File: config.mk
export PLATFORM = sky130hd
export DESIGN_NAME = custom_axi_ip_regs_flat
export DESIGN_NICKNAME = d
export VERILOG_FILES = /design/src/rtl/custom_axi_ip_regs_pkg.sv /design/src/rtl/custom_axi_ip_regs_if.sv /design/src/rtl/custom_axi_ip_regs.sv /design/src/flat_wrapper.sv
export SDC_FILE = /design/constraint.sdc
export NUM_CORES = 1
export LEC_CHECK = 0
export CORE_ASPECT_RATIO = 1.4
export CORE_MARGIN = 4
export CORE_UTILIZATION = 39
export CTS_CLUSTER_SIZE = 24
export DETAILED_ROUTE_END_ITERATION = 12
export PLACE_DENSITY = 0.82
export SLEW_MARGIN = 10
export SYNTH_ARGS = -nofsm -noshare
export SYNTH_HDL_FRONTEND = slang
export SYNTH_SLANG_ARGS = --single-unit
File: constraint.sdc
create_clock -name clk_i -period 2.1 [get_ports clk_i]
set_clock_uncertainty 0.2 [all_clocks]
set_input_delay 0.42 -clock clk_i [delete_from_list [all_inputs] [get_ports clk_i]]
set_output_delay 0.42 -clock clk_i [all_outputs]
set_load 0.01 [all_outputs]
File: src/rtl/custom_axi_ip_regs_pkg.sv
// custom_axi_ip_pkg: shared types, register offsets and AXI response codes for the IP register file
package custom_axi_ip_pkg;

    typedef enum logic [1:0] {
        IDLE  = 2'd0,
        BUSY  = 2'd1,
        DONE  = 2'd2,
        ERROR = 2'd3
    } status_e;

    localparam logic [4:0] DATA_IN_OFFS = 5'h00;
    localparam logic [4:0] CTRL_OFFS    = 5'h04;
    localparam logic [4:0] RESULT_OFFS  = 5'h08;
    localparam logic [4:0] STATUS_OFFS  = 5'h0C;

    localparam logic [1:0] RESP_OKAY   = 2'b00;
    localparam logic [1:0] RESP_SLVERR = 2'b10;

    // Word index of a byte offset, matching the addr[4:2] decode
    function automatic logic [2:0] reg_idx(input logic [4:0] offs);
        return offs[4:2];
    endfunction

endpackage

File: src/rtl/custom_axi_ip_regs_if.sv
// custom_axi_ip_regs_if: AXI4-Lite bus bundle with master and slave views
interface custom_axi_ip_regs_if #(
    parameter int ADDR_WIDTH = 5
) ();

    logic [ADDR_WIDTH-1:0] awaddr;
    logic                  awvalid;
    logic                  awready;
    logic [31:0]           wdata;
    logic [3:0]            wstrb;
    logic                  wvalid;
    logic                  wready;
    logic [1:0]            bresp;
    logic                  bvalid;
    logic                  bready;
    logic [ADDR_WIDTH-1:0] araddr;
    logic                  arvalid;
    logic                  arready;
    logic [31:0]           rdata;
    logic [1:0]            rresp;
    logic                  rvalid;
    logic                  rready;

    modport master (
        output awaddr, awvalid, wdata, wstrb, wvalid, bready, araddr, arvalid, rready,
        input  awready, wready, bresp, bvalid, arready, rdata, rresp, rvalid
    );

    modport slave (
        input  awaddr, awvalid, wdata, wstrb, wvalid, bready, araddr, arvalid, rready,
        output awready, wready, bresp, bvalid, arready, rdata, rresp, rvalid
    );

endinterface

File: src/rtl/custom_axi_ip_regs.sv
// custom_axi_ip_regs: AXI4-Lite register file feeding operand/start to the IP core and exposing its result/state
module custom_axi_ip_regs
    import custom_axi_ip_pkg::*;
#(
    parameter int ADDR_WIDTH = 5,
    parameter int DATA_WIDTH = 32
) (
    input  logic                       clk_i,
    input  logic                       rst_ni,
    custom_axi_ip_regs_if.slave        s_axi,
    output logic [31:0]                ipreg_data,
    output logic                       enable_out,
    input  logic [31:0]                result_in,
    input  status_e                    status_in
);

    if (DATA_WIDTH != 32 || ADDR_WIDTH < 5) begin : g_bad_params
        $error("custom_axi_ip_regs: DATA_WIDTH must be 32 and ADDR_WIDTH at least 5");
    end

    logic [31:0] data_q, data_d;
    logic        done_q, done_d;
    logic        err_q, err_d;
    logic        en_q, en_d;
    logic        bvalid_q, bvalid_d;
    logic [1:0]  bresp_q, bresp_d;
    logic        rvalid_q, rvalid_d;
    logic [1:0]  rresp_q, rresp_d;
    logic [31:0] rdata_q, rdata_d;

    logic [2:0]  widx, ridx;
    logic        wr_acc, rd_acc;
    logic        start_hit, start_ok, start_bad;
    logic [1:0]  clr;
    logic [31:0] rd_mux;
    logic        addr_lsb_unused;

    assign widx            = s_axi.awaddr[4:2];
    assign ridx            = s_axi.araddr[4:2];
    assign addr_lsb_unused = ^{s_axi.awaddr[1:0], s_axi.araddr[1:0]};

    // Address and data are only taken together, and only once the previous response is gone
    assign wr_acc = s_axi.awvalid & s_axi.wvalid & ~bvalid_q;
    assign rd_acc = s_axi.arvalid & ~rvalid_q;

    assign s_axi.awready = wr_acc;
    assign s_axi.wready  = wr_acc;
    assign s_axi.arready = ~rvalid_q;
    assign s_axi.bvalid  = bvalid_q;
    assign s_axi.bresp   = bresp_q;
    assign s_axi.rvalid  = rvalid_q;
    assign s_axi.rresp   = rresp_q;
    assign s_axi.rdata   = rdata_q;

    assign ipreg_data = data_q;
    assign enable_out = en_q;

    assign start_hit = wr_acc & (widx == reg_idx(CTRL_OFFS)) & s_axi.wdata[0] & s_axi.wstrb[0];
    assign start_ok  = start_hit & (status_in == IDLE);
    assign start_bad = start_hit & (status_in != IDLE);
    assign clr       = (wr_acc & (widx == reg_idx(STATUS_OFFS)) & s_axi.wstrb[0]) ? s_axi.wdata[3:2] : 2'b00;

    // Read mux sees register state before any same-cycle write lands
    assign rd_mux = (ridx == reg_idx(DATA_IN_OFFS)) ? data_q :
                    (ridx == reg_idx(RESULT_OFFS))  ? result_in :
                    (ridx == reg_idx(STATUS_OFFS))  ? {28'd0, err_q, done_q, status_in} :
                    32'd0;

    // Next-state for registers and both channels; sticky set terms are ORed after the clear so set wins
    always_comb begin
        data_d = data_q;
        for (int b = 0; b < 4; b++)
            if (wr_acc && widx == reg_idx(DATA_IN_OFFS) && s_axi.wstrb[b])
                data_d[8*b +: 8] = s_axi.wdata[8*b +: 8];
        done_d   = (status_in == DONE) | (done_q & ~clr[0]);
        err_d    = start_bad | (err_q & ~clr[1]);
        en_d     = start_ok;
        bvalid_d = wr_acc | (bvalid_q & ~s_axi.bready);
        bresp_d  = wr_acc ? (widx[2] ? RESP_SLVERR : RESP_OKAY) : bresp_q;
        rvalid_d = rd_acc | (rvalid_q & ~s_axi.rready);
        rresp_d  = rd_acc ? (ridx[2] ? RESP_SLVERR : RESP_OKAY) : rresp_q;
        rdata_d  = rd_acc ? rd_mux : rdata_q;
    end

    // State registers; reset drops valids and any pending start pulse at once
    always_ff @(posedge clk_i or negedge rst_ni) begin
        if (!rst_ni) begin
            data_q   <= '0;
            done_q   <= 1'b0;
            err_q    <= 1'b0;
            en_q     <= 1'b0;
            bvalid_q <= 1'b0;
            bresp_q  <= RESP_OKAY;
            rvalid_q <= 1'b0;
            rresp_q  <= RESP_OKAY;
            rdata_q  <= '0;
        end else begin
            data_q   <= data_d;
            done_q   <= done_d;
            err_q    <= err_d;
            en_q     <= en_d;
            bvalid_q <= bvalid_d;
            bresp_q  <= bresp_d;
            rvalid_q <= rvalid_d;
            rresp_q  <= rresp_d;
            rdata_q  <= rdata_d;
        end
    end

endmodule

File: src/flat_wrapper.sv
// flat-port wrapper written by rule: the top's interface ports become plain ports
module custom_axi_ip_regs_flat import custom_axi_ip_pkg::*;
#(
    parameter int ADDR_WIDTH = 5,
    parameter int DATA_WIDTH = 32
)
  (clk_i, rst_ni, ipreg_data, enable_out, result_in, status_in, s_axi_awaddr, s_axi_awvalid, s_axi_wdata, s_axi_wstrb, s_axi_wvalid, s_axi_bready, s_axi_araddr, s_axi_arvalid, s_axi_rready, s_axi_awready, s_axi_wready, s_axi_bresp, s_axi_bvalid, s_axi_arready, s_axi_rdata, s_axi_rresp, s_axi_rvalid);
  custom_axi_ip_regs_if #(.ADDR_WIDTH(ADDR_WIDTH)) s_axi_i ();
  input  logic clk_i;
  input  logic rst_ni;
  output logic [31:0] ipreg_data;
  output logic enable_out;
  input  logic [31:0] result_in;
  input  status_e status_in;
  input wire logic [$bits(s_axi_i.awaddr)-1:0] s_axi_awaddr;
  input wire logic [$bits(s_axi_i.awvalid)-1:0] s_axi_awvalid;
  input wire logic [$bits(s_axi_i.wdata)-1:0] s_axi_wdata;
  input wire logic [$bits(s_axi_i.wstrb)-1:0] s_axi_wstrb;
  input wire logic [$bits(s_axi_i.wvalid)-1:0] s_axi_wvalid;
  input wire logic [$bits(s_axi_i.bready)-1:0] s_axi_bready;
  input wire logic [$bits(s_axi_i.araddr)-1:0] s_axi_araddr;
  input wire logic [$bits(s_axi_i.arvalid)-1:0] s_axi_arvalid;
  input wire logic [$bits(s_axi_i.rready)-1:0] s_axi_rready;
  output wire logic [$bits(s_axi_i.awready)-1:0] s_axi_awready;
  output wire logic [$bits(s_axi_i.wready)-1:0] s_axi_wready;
  output wire logic [$bits(s_axi_i.bresp)-1:0] s_axi_bresp;
  output wire logic [$bits(s_axi_i.bvalid)-1:0] s_axi_bvalid;
  output wire logic [$bits(s_axi_i.arready)-1:0] s_axi_arready;
  output wire logic [$bits(s_axi_i.rdata)-1:0] s_axi_rdata;
  output wire logic [$bits(s_axi_i.rresp)-1:0] s_axi_rresp;
  output wire logic [$bits(s_axi_i.rvalid)-1:0] s_axi_rvalid;
  assign s_axi_i.awaddr = s_axi_awaddr;
  assign s_axi_i.awvalid = s_axi_awvalid;
  assign s_axi_i.wdata = s_axi_wdata;
  assign s_axi_i.wstrb = s_axi_wstrb;
  assign s_axi_i.wvalid = s_axi_wvalid;
  assign s_axi_i.bready = s_axi_bready;
  assign s_axi_i.araddr = s_axi_araddr;
  assign s_axi_i.arvalid = s_axi_arvalid;
  assign s_axi_i.rready = s_axi_rready;
  assign s_axi_awready = s_axi_i.awready;
  assign s_axi_wready = s_axi_i.wready;
  assign s_axi_bresp = s_axi_i.bresp;
  assign s_axi_bvalid = s_axi_i.bvalid;
  assign s_axi_arready = s_axi_i.arready;
  assign s_axi_rdata = s_axi_i.rdata;
  assign s_axi_rresp = s_axi_i.rresp;
  assign s_axi_rvalid = s_axi_i.rvalid;
  custom_axi_ip_regs #(.ADDR_WIDTH(ADDR_WIDTH), .DATA_WIDTH(DATA_WIDTH)) u_core (.clk_i(clk_i), .rst_ni(rst_ni), .s_axi(s_axi_i), .ipreg_data(ipreg_data), .enable_out(enable_out), .result_in(result_in), .status_in(status_in));
endmodule
==> out/summary.txt <==
======================================================================================
Result of the run                                                         finished, final reports clean
Share of cells above drive strength 1                                            0.182
Number of vias in the routed layout                                              2,701
Final setup vio count                                                                0
Remaining Overflow, GRT                                                              0
Slowest cell on the critical path                                         sky130_fd_sc_hd__clkdlybuf4s50_1
Clock root cell                                                           sky130_fd_sc_hd__clkbuf_8
Startpoint type of the worst setup path                                      flip-flop
Required time of the worst setup path                                          1480 ps
CP peak stage delay                                                             540 ps
Final Cycle Share                                                                0.942
Register area                                                                 1780 µm²
H-Tree Depth                                                                         3
Initial cell density of the core                                                 0.401
Core Area                                                                     7800 µm²
Data arrival time at the worst-slack endpoint                                  1360 ps
Maximum Capacitance Violations                                                       0
Die footprint                                                                 9530 µm²
Netlist cell types                                                                  34
Count of standard-cell rows                                                         38
DR vias/cell                                                                      5.15
Wire length after detailed routing                                             8980 µm
Number of top-level pins                                                           161
Starting DRC count in detailed routing                                              94
Maximum number of pins on one net before global-route repair                        72
Number of setup buffers added after CTS                                              0
Synth-to-layout area growth                                                      60.4%
Post-route DRC violation count                                                       0
List of cells traversed by the critical path                              inv_1, clkdlybuf4s50_1
Count of input and output buffers                                                  154
Worst-case setup margin in the final layout                                     122 ps
Antenna violations before repair                                                     0
Worst-skew pair later-pin latency                                               340 ps
X dimension of the die                                                         83.7 µm
Wire per inst                                                                  17.1 µm
Number of inserted filler cells in the final layout                                618
Clock buffer count from CTS                                                          9
Total placed instance area                                                    4840 µm²
Number of placed cells counting well taps                                          507
Vias in the first global route                                                   2,844
Final hold slack                                                                277 ps
Post-layout instance count excluding filler cells                                  524
Max IR drop VDD                                                               0.493 mV
First-pass iteration count of the detailed router                                    5
Max Clk Rate                                                                 0.506 GHz
Cell count after synthesis                                                         255
Half-perimeter wire length after detailed placement                            6890 µm
Area occupied by multi-input gates                                            1240 µm²
Synth Register Bits                                                                 71
Pleak                                                                          2.16 nW
Die extent in y                                                                 114 µm
Sequential area share after synthesis                                            0.568
CTS tree                                                                          done
Antenna Nets Post-Route                                                              0
Worst Setup Path Type                                                          reg2out
Largest fanout on the critical path                                                  4
Wire length of the first global-routing pass                                 14,300 µm
Tot Pwr                                                                        3.63 mW
Netlist Area Pre-Place                                                        3130 µm²
Synth Warn #                                                                         0
RD Place Congestion                                                              0.820
Power per cell area                                                         725 nW/µm²
Final net count                                                                    506
Family of cells with the greatest summed delay on the critical path       buffers and inverters
Placement Setup Slack                                                          -142 ps
Sinks on the clock net                                                              71
Setup TNS Final                                                                   0 ps
Final number of hold-violating endpoints                                             0
Largest buffer count on any clock path                                               2
Crit path buffers/inverters                                                          2
Category of the worst setup path capture point                             output port
Clock period minus worst slack                                                 1980 ps
Total Routing Usage GR                                                           0.191
N_diodes                                                                             0
Worst hold-check path type                                                     reg2reg
Final max-slew violation count                                                       0
Clock slew at the register clock pins of the worst setup and hold paths          70 ps
Post-Synthesis Mean Instance Area                                             12.3 µm²
Utilization of the core after routing                                            0.643
Setup repair after global routing missed its margin                              false
Final design instance area without fill                                       5010 µm²
======================================================================================
## per-layer routing
metal / wire length (µm) / global-route usage / up-vias
met1: 3250 / 0.203 / 1304
met3: 462 / 0.0397 / 27
met2: 4940 / 0.347 / 112
li1: - / - / 1258
met4: 322 / 0.111 / 0
met5: 0 / 0 / -
## timing repair
item / in CTS / in global routing
endpoints found under the setup margin: 2 / 0
hold endpoints to repair: 71 / 0
hold buffers: 1 / 0
gates resized for setup: 2 / 0
## power breakdown
group	leakage (nW)	total [mW]	switching, mW	internal, mW
Clock	0.0874	0.944	0.483	0.461
Combinational	1.14	1.01	0.394	0.618
Sequential	0.934	1.68	0.127	1.55
Total	2.16	3.63	1.00	2.63
## synthesized netlist by cell type
cell type / count / area, µm²
sky130_fd_sc_hd__nand3b_4: 1 / 20.0
sky130_fd_sc_hd__o221ai_1: 3 / 26.3
sky130_fd_sc_hd__or2b_1: 1 / 7.51
sky130_fd_sc_hd__nor3_4: 1 / 16.3
sky130_fd_sc_hd__nor3b_4: 1 / 18.8
sky130_fd_sc_hd__or3_2: 1 / 7.51
sky130_fd_sc_hd__nand3_2: 1 / 10.0
sky130_fd_sc_hd__nand2b_1: 2 / 12.5
sky130_fd_sc_hd__a21boi_0: 4 / 30.0
sky130_fd_sc_hd__nor2_4: 1 / 11.3
sky130_fd_sc_hd__o21ai_1: 14 / 70.1
sky130_fd_sc_hd__a211o_1: 2 / 17.5
sky130_fd_sc_hd__nor2b_1: 1 / 6.26
sky130_fd_sc_hd__o21ai_0: 15 / 75.1
sky130_fd_sc_hd__a22oi_2: 1 / 12.5
sky130_fd_sc_hd__inv_2: 1 / 3.75
sky130_fd_sc_hd__nor2_1: 2 / 7.51
sky130_fd_sc_hd__a22oi_1: 27 / 203
sky130_fd_sc_hd__nand4b_4: 3 / 71.3
sky130_fd_sc_hd__clkbuf_1: 6 / 22.5
sky130_fd_sc_hd__o21ai_2: 6 / 52.6
sky130_fd_sc_hd__buf_6: 3 / 33.8
sky130_fd_sc_hd__conb_1: 1 / 3.75
sky130_fd_sc_hd__nand2_1: 37 / 139
sky130_fd_sc_hd__nor4_1: 2 / 12.5
sky130_fd_sc_hd__mux2_2: 33 / 372
sky130_fd_sc_hd__o31ai_1: 2 / 15.0
sky130_fd_sc_hd__buf_4: 4 / 30.0
sky130_fd_sc_hd__nand3b_1: 1 / 7.51
sky130_fd_sc_hd__nand3_1: 1 / 5.00
sky130_fd_sc_hd__inv_1: 3 / 11.3
sky130_fd_sc_hd__buf_2: 2 / 10.0
sky130_fd_sc_hd__nor3b_1: 1 / 7.51
sky130_fd_sc_hd__dfrtp_1: 71 / 1780
## cell usage in the layout, fill, tap and decap left out, types with 3 or more instances in the layout
| cell type | instances |
|---|---|
| sky130_fd_sc_hd__clkdlybuf4s50_1 | 151 |
| sky130_fd_sc_hd__dfrtp_1 | 71 |
| sky130_fd_sc_hd__nand2_1 | 37 |
| sky130_fd_sc_hd__mux2_2 | 33 |
| sky130_fd_sc_hd__a22oi_1 | 27 |
| sky130_fd_sc_hd__o21ai_0 | 15 |
| sky130_fd_sc_hd__o21ai_1 | 14 |
| sky130_fd_sc_hd__clkbuf_8 | 10 |
| sky130_fd_sc_hd__buf_4 | 8 |
| sky130_fd_sc_hd__o21ai_2 | 6 |
| sky130_fd_sc_hd__a21boi_0 | 4 |
| sky130_fd_sc_hd__buf_12 | 4 |
| sky130_fd_sc_hd__inv_1 | 3 |
| sky130_fd_sc_hd__nand4b_4 | 3 |
| sky130_fd_sc_hd__o221ai_1 | 3 |
| sky130_fd_sc_hd__clkbuf_1 | 3 |
## registers in the layout (all words and copies together) (netlist names)
register,flops
u_core.s_axi.rdata,32
u_core.s_axi.rvalid,1
u_core.err_q,1
u_core.s_axi.bvalid,1
u_core.s_axi.rresp,1
u_core.done_q,1
u_core.s_axi.bresp,1
u_core.enable_out,1
u_core.ipreg_data,32
## area by class of cell
| class | count | area share |
|---|---|---|
| multi-input cells | 166 | 0.248 |
| clock inverters | 3 | 0.00374 |
| inverters | 4 | 0.00300 |
| repair buffers | 167 | 0.336 |
| well taps | 100 | 0.0250 |
| flip-flops and latches | 71 | 0.354 |
| clock buffers | 13 | 0.0297 |
## worst paths after layout
path	from	to	slack, ps	cells past startpoint
max	u_core.s_axi.rvalid$_DFF_PN0_	s_axi_arready	120	2
min	u_core.s_axi.rdata[4]$_DFFE_PN0P_	u_core.s_axi.rdata[4]$_DFFE_PN0P_	280	2
max reg2reg	u_core.s_axi.bvalid$_DFF_PN0_	u_core.ipreg_data[4]$_DFFE_PN0P_	400	5
min reg2reg	u_core.s_axi.rdata[4]$_DFFE_PN0P_	u_core.s_axi.rdata[4]$_DFFE_PN0P_	280	2
max in group asynchronous	rst_ni	u_core.ipreg_data[27]$_DFFE_PN0P_	960	3
min in group asynchronous	rst_ni	u_core.s_axi.rdata[8]$_DFFE_PN0P_	440	3
## tightest hold or removal path, stage by stage (launching register included)
cell and delay [ps]:
sky130_fd_sc_hd__dfrtp_1 340, sky130_fd_sc_hd__nand2_1 50, sky130_fd_sc_hd__o21ai_0 60
## cells by family (layout without fill, tap and decap cells)
logic type	after synthesis	in the layout	synth area share
multiplexers	33	33	0.119
AO/OA/AOI/OAI	74	74	0.161
flip-flops	71	71	0.568
buffers and inverters	19	187	0.0356
AND/OR/NAND/NOR	57	57	0.115
other	1	2	0.00120
Power figures use the tool's default switching activity.
